<file path="config.mk">
export PLATFORM = sky130hd
export DESIGN_NAME = u_hazard_ctrl
export DESIGN_NICKNAME = d
export VERILOG_FILES = /design/src/rtl/u_hazard_pkg.sv /design/src/rtl/u_hazard_wdog.sv /design/src/rtl/u_hazard_ctrl.sv
export SDC_FILE = /design/constraint.sdc
export NUM_CORES = 1
export LEC_CHECK = 0
export CAP_MARGIN = 10
export CORE_MARGIN = 2
export CORE_UTILIZATION = 45
export CTS_CLUSTER_SIZE = 24
export DETAILED_ROUTE_END_ITERATION = 12
export PLACE_DENSITY = 0.82
export SLEW_MARGIN = 20
export SYNTH_ARGS = -nofsm -noshare
export SYNTH_HDL_FRONTEND = slang
export SYNTH_SLANG_ARGS = --single-unit
export TNS_END_PERCENT = 100
</file>
<file path="constraint.sdc">
create_clock -name clk -period 1.34 [get_ports clk]
set_input_delay 0.268 -clock clk [delete_from_list [all_inputs] [get_ports clk]]
set_output_delay 0.268 -clock clk [all_outputs]
set_load 0.05 [all_outputs]
</file>
<file path="src/rtl/u_hazard_pkg.sv">
// Shared types and constants for the pipeline hazard controller and its watchdog.
package u_hazard_pkg;

  typedef enum logic [1:0] {
    IDLE     = 2'd0,
    MEM_WAIT = 2'd1,
    BR_FLUSH = 2'd2,
    MEM_ERR  = 2'd3
  } hz_state_t;

  localparam int HZ_WD_W   = 8;
  localparam int HZ_WD_MAX = 255;
  localparam int HZ_BR_W   = 3;

  // Bit positions of the hazard causes, lowest index wins.
  localparam int HZ_PRI_MEM = 0;
  localparam int HZ_PRI_LU  = 1;
  localparam int HZ_PRI_TK  = 2;
  localparam int HZ_PRI_BRW = 3;
  localparam int HZ_PRI_N   = 4;

  function automatic logic [HZ_WD_W-1:0] hz_clamp_to(input int to);
    return (to > HZ_WD_MAX) ? HZ_WD_W'(HZ_WD_MAX) : HZ_WD_W'(to);
  endfunction

endpackage

</file>
<file path="src/rtl/u_hazard_wdog.sv">
// Bus-wait watchdog: start loads 1, clr zeroes, otherwise a running count
// advances until it reaches limit-1, where expired is raised and the count holds.
module u_hazard_wdog (
  input  logic                              clk,
  input  logic                              rstn,
  input  logic                              start,
  input  logic                              clr,
  input  logic [u_hazard_pkg::HZ_WD_W-1:0]  limit,
  output logic                              expired
);
  import u_hazard_pkg::*;

  logic [HZ_WD_W-1:0] cnt_reg;

  assign expired = (cnt_reg != '0) && (cnt_reg == limit - HZ_WD_W'(1));

  always_ff @(posedge clk or negedge rstn) begin
    if (!rstn) begin
      cnt_reg <= '0;
    end else if (clr) begin
      cnt_reg <= '0;
    end else if (start) begin
      cnt_reg <= HZ_WD_W'(1);
    end else if ((cnt_reg != '0) && !expired) begin
      cnt_reg <= cnt_reg + HZ_WD_W'(1);
    end
  end

endmodule

</file>
<file path="src/rtl/u_hazard_ctrl.sv">
// RV32 pipeline hazard controller: stalls/flushes for IF, p1, p2, p3.
// Optional performance counters are built when HAZARD_PERF_CNT_EN is defined.
module u_hazard_ctrl #(
  parameter int MEM_TO   = 64,
  parameter int BR_FLUSH = 2
) (
  input  logic        clk,
  input  logic        rstn,
  input  logic        branch,
  input  logic        fwd_no_dat,
  input  logic        lsu_req,
  input  logic        lsu_vld,
  output logic        stall_if,
  output logic        stall0,
  output logic        stall1,
  output logic        stall2,
  output logic        flush0,
  output logic        flush1,
  output logic        flush_if,
  output logic        mem_err,
  output logic [1:0]  hz_state
`ifdef HAZARD_PERF_CNT_EN
  ,
  output logic [31:0] perf_stall,
  output logic [31:0] perf_flush
`endif
);
  import u_hazard_pkg::*;

  localparam logic [HZ_WD_W-1:0] WD_LIMIT  = hz_clamp_to(MEM_TO);
  localparam logic [HZ_BR_W-1:0] BR_RELOAD = HZ_BR_W'(BR_FLUSH - 1);
  localparam bit                 BR_WIN    = (BR_FLUSH > 1);

  hz_state_t            state_reg, state_next;
  logic [HZ_BR_W-1:0]   br_cnt_reg, br_cnt_next;
  logic                 mem_err_reg, mem_err_next;
  logic                 wd_start, wd_clr, wd_expired;
  logic [HZ_PRI_N-1:0]  cause;
  logic                 mem_wait, hold_all;

  u_hazard_wdog u_wdog (
    .clk     (clk),
    .rstn    (rstn),
    .start   (wd_start),
    .clr     (wd_clr),
    .limit   (WD_LIMIT),
    .expired (wd_expired)
  );

  always_ff @(posedge clk or negedge rstn) begin
    if (!rstn) begin
      state_reg   <= IDLE;
      br_cnt_reg  <= '0;
      mem_err_reg <= 1'b0;
    end else begin
      state_reg   <= state_next;
      br_cnt_reg  <= br_cnt_next;
      mem_err_reg <= mem_err_next;
    end
  end

  always_comb begin
    state_next   = state_reg;
    br_cnt_next  = br_cnt_reg;
    mem_err_next = mem_err_reg;
    wd_start     = 1'b0;
    wd_clr       = 1'b0;

    // A completing access always beats a new request in the same cycle.
    mem_wait = ((state_reg == MEM_WAIT) && !lsu_vld) ||
               ((state_reg != MEM_ERR) && lsu_req && !lsu_vld);
    hold_all = mem_wait || (state_reg == MEM_ERR);

    cause             = '0;
    cause[HZ_PRI_MEM] = hold_all;
    cause[HZ_PRI_LU]  = fwd_no_dat && !hold_all;
    cause[HZ_PRI_TK]  = branch && !fwd_no_dat && !hold_all;
    cause[HZ_PRI_BRW] = (state_reg == u_hazard_pkg::BR_FLUSH) &&
                        (br_cnt_reg != '0) && !hold_all;

    if (state_reg == MEM_ERR) begin
      state_next = MEM_ERR;
    end else if (mem_wait) begin
      // br_cnt is left untouched so the flush window resumes after the wait.
      if (state_reg == MEM_WAIT) begin
        if (wd_expired) begin
          state_next   = MEM_ERR;
          mem_err_next = 1'b1;
        end
      end else begin
        state_next = MEM_WAIT;
        wd_start   = 1'b1;
      end
    end else begin
      wd_clr = 1'b1;
      if (cause[HZ_PRI_TK] && BR_WIN) begin
        br_cnt_next = BR_RELOAD;
      end else if (cause[HZ_PRI_BRW]) begin
        br_cnt_next = br_cnt_reg - HZ_BR_W'(1);
      end
      state_next = (br_cnt_next != '0) ? u_hazard_pkg::BR_FLUSH : IDLE;
    end
  end

  // Outputs are forced low for as long as rstn is held.
  assign stall_if = rstn && (cause[HZ_PRI_MEM] || cause[HZ_PRI_LU]);
  assign stall0   = rstn && (cause[HZ_PRI_MEM] || cause[HZ_PRI_LU]);
  assign stall1   = rstn && cause[HZ_PRI_MEM];
  assign stall2   = rstn && cause[HZ_PRI_MEM];
  assign flush0   = rstn && cause[HZ_PRI_TK];
  assign flush1   = rstn && cause[HZ_PRI_LU];
  assign flush_if = rstn && (cause[HZ_PRI_TK] || cause[HZ_PRI_BRW]);
  assign mem_err  = rstn && mem_err_reg;
  assign hz_state = state_reg;

  a_no_flush_stall0: assert property (@(posedge clk) disable iff (!rstn) !(flush0 && stall0));
  a_no_flush_stall1: assert property (@(posedge clk) disable iff (!rstn) !(flush1 && stall1));

`ifdef HAZARD_PERF_CNT_EN
  logic [1:0] perf_inc;
  assign perf_inc = {flush0 || flush1, stall0};

  for (genvar gi = 0; gi < 2; gi++) begin : g_perf
    logic [31:0] cnt_reg;
    always_ff @(posedge clk or negedge rstn) begin
      if (!rstn) begin
        cnt_reg <= '0;
      end else if (perf_inc[gi]) begin
        cnt_reg <= cnt_reg + 32'd1;
      end
    end
  end

  assign perf_stall = g_perf[0].cnt_reg;
  assign perf_flush = g_perf[1].cnt_reg;
`endif

endmodule

</file>
==> run_results.csv <==
group,metric,value,unit
finish,regArea,355,µm²
sta,tightestPinTransition,0.336,ns
synth,synth_top_area_share,36.6,%
sta,fmax,557,MHz
synth,ys_types,39,
finish,multi_input_area,726,µm²
finish,layout.nets,169,
power,p_per_area,1650,mW/mm²
clock_network,clock_latency,0.30,ns
drt,wl_met3,365,µm
sta,setup_viol,21,
die,start_util,48.2,%
drt,via_count,1130,
clock_network,cts_buffers,3,
synth,synth_common_cells,"14 x dfrtp_1, 11 x inv_1, 9 x nor2_1",
status,violations,"setup timing",
die,dieArea,0.00251,mm²
drt,wl_met1,1650,µm
sta,hold_viol_final,0,
drt,drc_errors,0,
finish,fillers,74,
drt,routed_wl,4520,µm
die,die_width,50.1,µm
critical_path,reg2reg_to,"u_wdog.cnt_reg[1]$_DFFE_PN0P_",
finish,fin_area,0.00180,mm²
critical_path,reg2reg_slack,-0.29,ns
critical_path,r2r_cells,6,
global_routing,grt_max_degree,9,
synth,syn_avg_cell_area,9.46,µm²
die,die_y,50.1,µm
drt,routed-wl-met2,2260,µm
power,ir_drop,1.61,mV
place,gp_congestion,0.868,
synth,syn_nets,111,
global_routing,grt_usage,32.2,%
sta,drv_slew,0,
finish,largest_reg_flops,8,
critical_path,cp-end-kind,"output pin",
finish,antenna_cells,0,
clock_network,tritoncts,"built",
drt,routed.top_layer,"met4",
sta,fin_crit_sh,134,%
synth,syn_area,956,µm²
die,coreArea,0.00198,mm²
finish,area_growth,88.0,%
critical_path,cp_cell_sequence,"inv_2, ha_4, nand2b_4, nand3_4, inv_2, o21a_4, buf_12",
die,num_rows,16,
global_routing,overflow,0,
status,status,"finished, violations left",
synth,yosysMostFrequentCell,"dfrtp_1",
sta,relSlewSlack,77.4,%
critical_path,cp.required,1.07,ns
global_routing,antenna_found_initial,0,
synth,synth_warnings,0,
critical_path,crit_fanout,2,
sta,layout_setup_ws,-0.454,ns
drt,ant_nets,0,
critical_path,slowest_stage,"dfrtp_1",
clock_network,cts_sinks,14,
finish,final_layout_size_suffix_gt1_share,62.7,%
synth,synth-main-ff-cell,"dfrtp_1",
critical_path,path_common_cell,"inv_2",
critical_path,max_stage_delay,0.42,ns
synth,synth-async-reset-ratio,100,%
drt,avgRoutedWirePerCell,24.4,µm
clock_network,htree_levels,1,
synth,ys_seq_area_share,36.6,%
global_routing,grt_pass1_wl,5840,µm
clock_network,path_clk_slew,0.10,ns
die,io_pins,16,
critical_path,reg2reg_from,"u_wdog.cnt_reg[0]$_DFFE_PN0P_",
drt,vias_per_cell,6.11,
sta,timing.final.crit_period,1.79,ns
sta,rsz0062_at_grt,"yes",
synth,synth_top_cell_by_area,"dfrtp_1",
synth,synth_area_leaders,"dfrtp_1 37%, ha_1 5.2%, xnor2_1 4.6%",
place,placed_cell_area,0.00147,mm²
critical_path,criticalPathCategory,"reg -> out",
clock_network,postCtsHoldBufs,0,
clock_network,cts-root-buf,"clkbuf_4",
synth,synth_edf_count,0,
place,portBuffers,15,
global_routing,grt_pass1_vias,1123,
critical_path,start_kind,"flop",
drt,first_pass_iters,4,
clock_network,clock_path_buffers,2,
synth,synth-seq-cells,14,
drt,drt_iter0_drc,62,
sta,clock_skew,0.00217,ns
critical_path,arrival,1.53,ns
flow_run,cap_violations,0,
place,dp_hpwl,1850,µm
worst_hold_path,min_path_type,"in -> async",
synth,synthCells,101,
power,p_total,2970,µW
power,p_leak,0.000823,µW
how the worst max path moves through the flow:
stage	slack [ns]	end	start
after CTS	-0.38	flush_if	hz_state[0]$_DFFE_PN0P_
after detailed placement	-0.51	flush_if	lsu_vld
after floorplan	-0.27	stall2	hz_state[1]$_DFFE_PN0P_
after global placement	-0.45	flush_if	lsu_vld
final	-0.45	flush_if	br_cnt_reg[1]$_DFFE_PN0N_
after global routing	-0.49	flush_if	br_cnt_reg[1]$_DFFE_PN0N_
critical path: cells and delay by family, from the launching register on:
family                   cells  cell delay [ns]
AO/OA/AOI/OAI                1             0.21
adder cells (fa/ha/maj)      1             0.15
buffers and inverters        3             0.29
flip-flops                   1             0.42
AND/OR/NAND/NOR              2             0.15
cells in the final DEF (no fill, tap or decap), types with 2 or more instances in the layout:
cell type,instances
a211oi_1,2
o21ai_0,2
ha_2,2
buf_4,34
nand3_1,2
nand2b_4,2
clkbuf_4,3
nor2_1,7
nand2_1,4
inv_1,7
o21a_4,2
mux2i_1,2
dfrtp_1,10
dlygate4sd2_1,2
nor2b_2,3
and2_4,3
buf_6,7
xnor2_1,4
inv_2,4
nand4_1,3
clkdlybuf4s50_1,2
dfrtp_2,4
ha_4,2
nor2b_4,2
o21ai_1,3
nor4_4,2
buf_12,11
layout make-up:
type                    count  area share (%)
flip-flops and latches     14            19.8
inverters                  11            2.30
repair buffers             57            33.6
clock buffers               4            2.02
well taps                  27            1.88
multi-input cells          72            40.4
metal layers:
layer | global-route usage, % | vias to the layer above
li1 | - | 466
met3 | 4.85 | 31
met2 | 54.6 | 86
met4 | 17.6 | 0
met5 | 0 | -
met1 | 38.4 | 547
power breakdown:
group	switching (µW)	leakage [µW]	internal (µW)
logic	931	0.000639	927
clock network	173	0.0000210	166
registers	209	0.000164	564
cell families after synthesis:
family          count (synthesis)  synth area share, %
compound gates                 20                 16.6
xor+xnor                        7                 6.41
fa+ha+maj                       4                 5.24
buf+inv                        15                 7.59
flops                          14                 36.6
mux                             2                 2.09
simple gates                   39                 25.4
per-stage QoR:
stage	setup TNS [ns]	std cells	hold WS (ns)	utilization, %	worst slack, ns
2_1_floorplan	-1.44	101	-0.0276	-	-0.269
3_3_place_gp	-4.80	167	0.443	74.0	-0.452
3_5_place_dp	-5.21	167	0.447	74.0	-0.511
4_1_cts	-2.65	181	0.130	85.8	-0.385
5_1_grt	-4.74	185	0.143	90.7	-0.486
6_report	-4.11	185	0.136	90.7	-0.454
repair_timing:
item                                   in CTS  in global routing
gates resized for setup                    28                 18
pin swaps                                  16                 20
endpoints found under the hold margin       0                  0
setup endpoints to repair                  15                 20
buffers inserted                           11                  8
(Power assumes the default switching activity.)
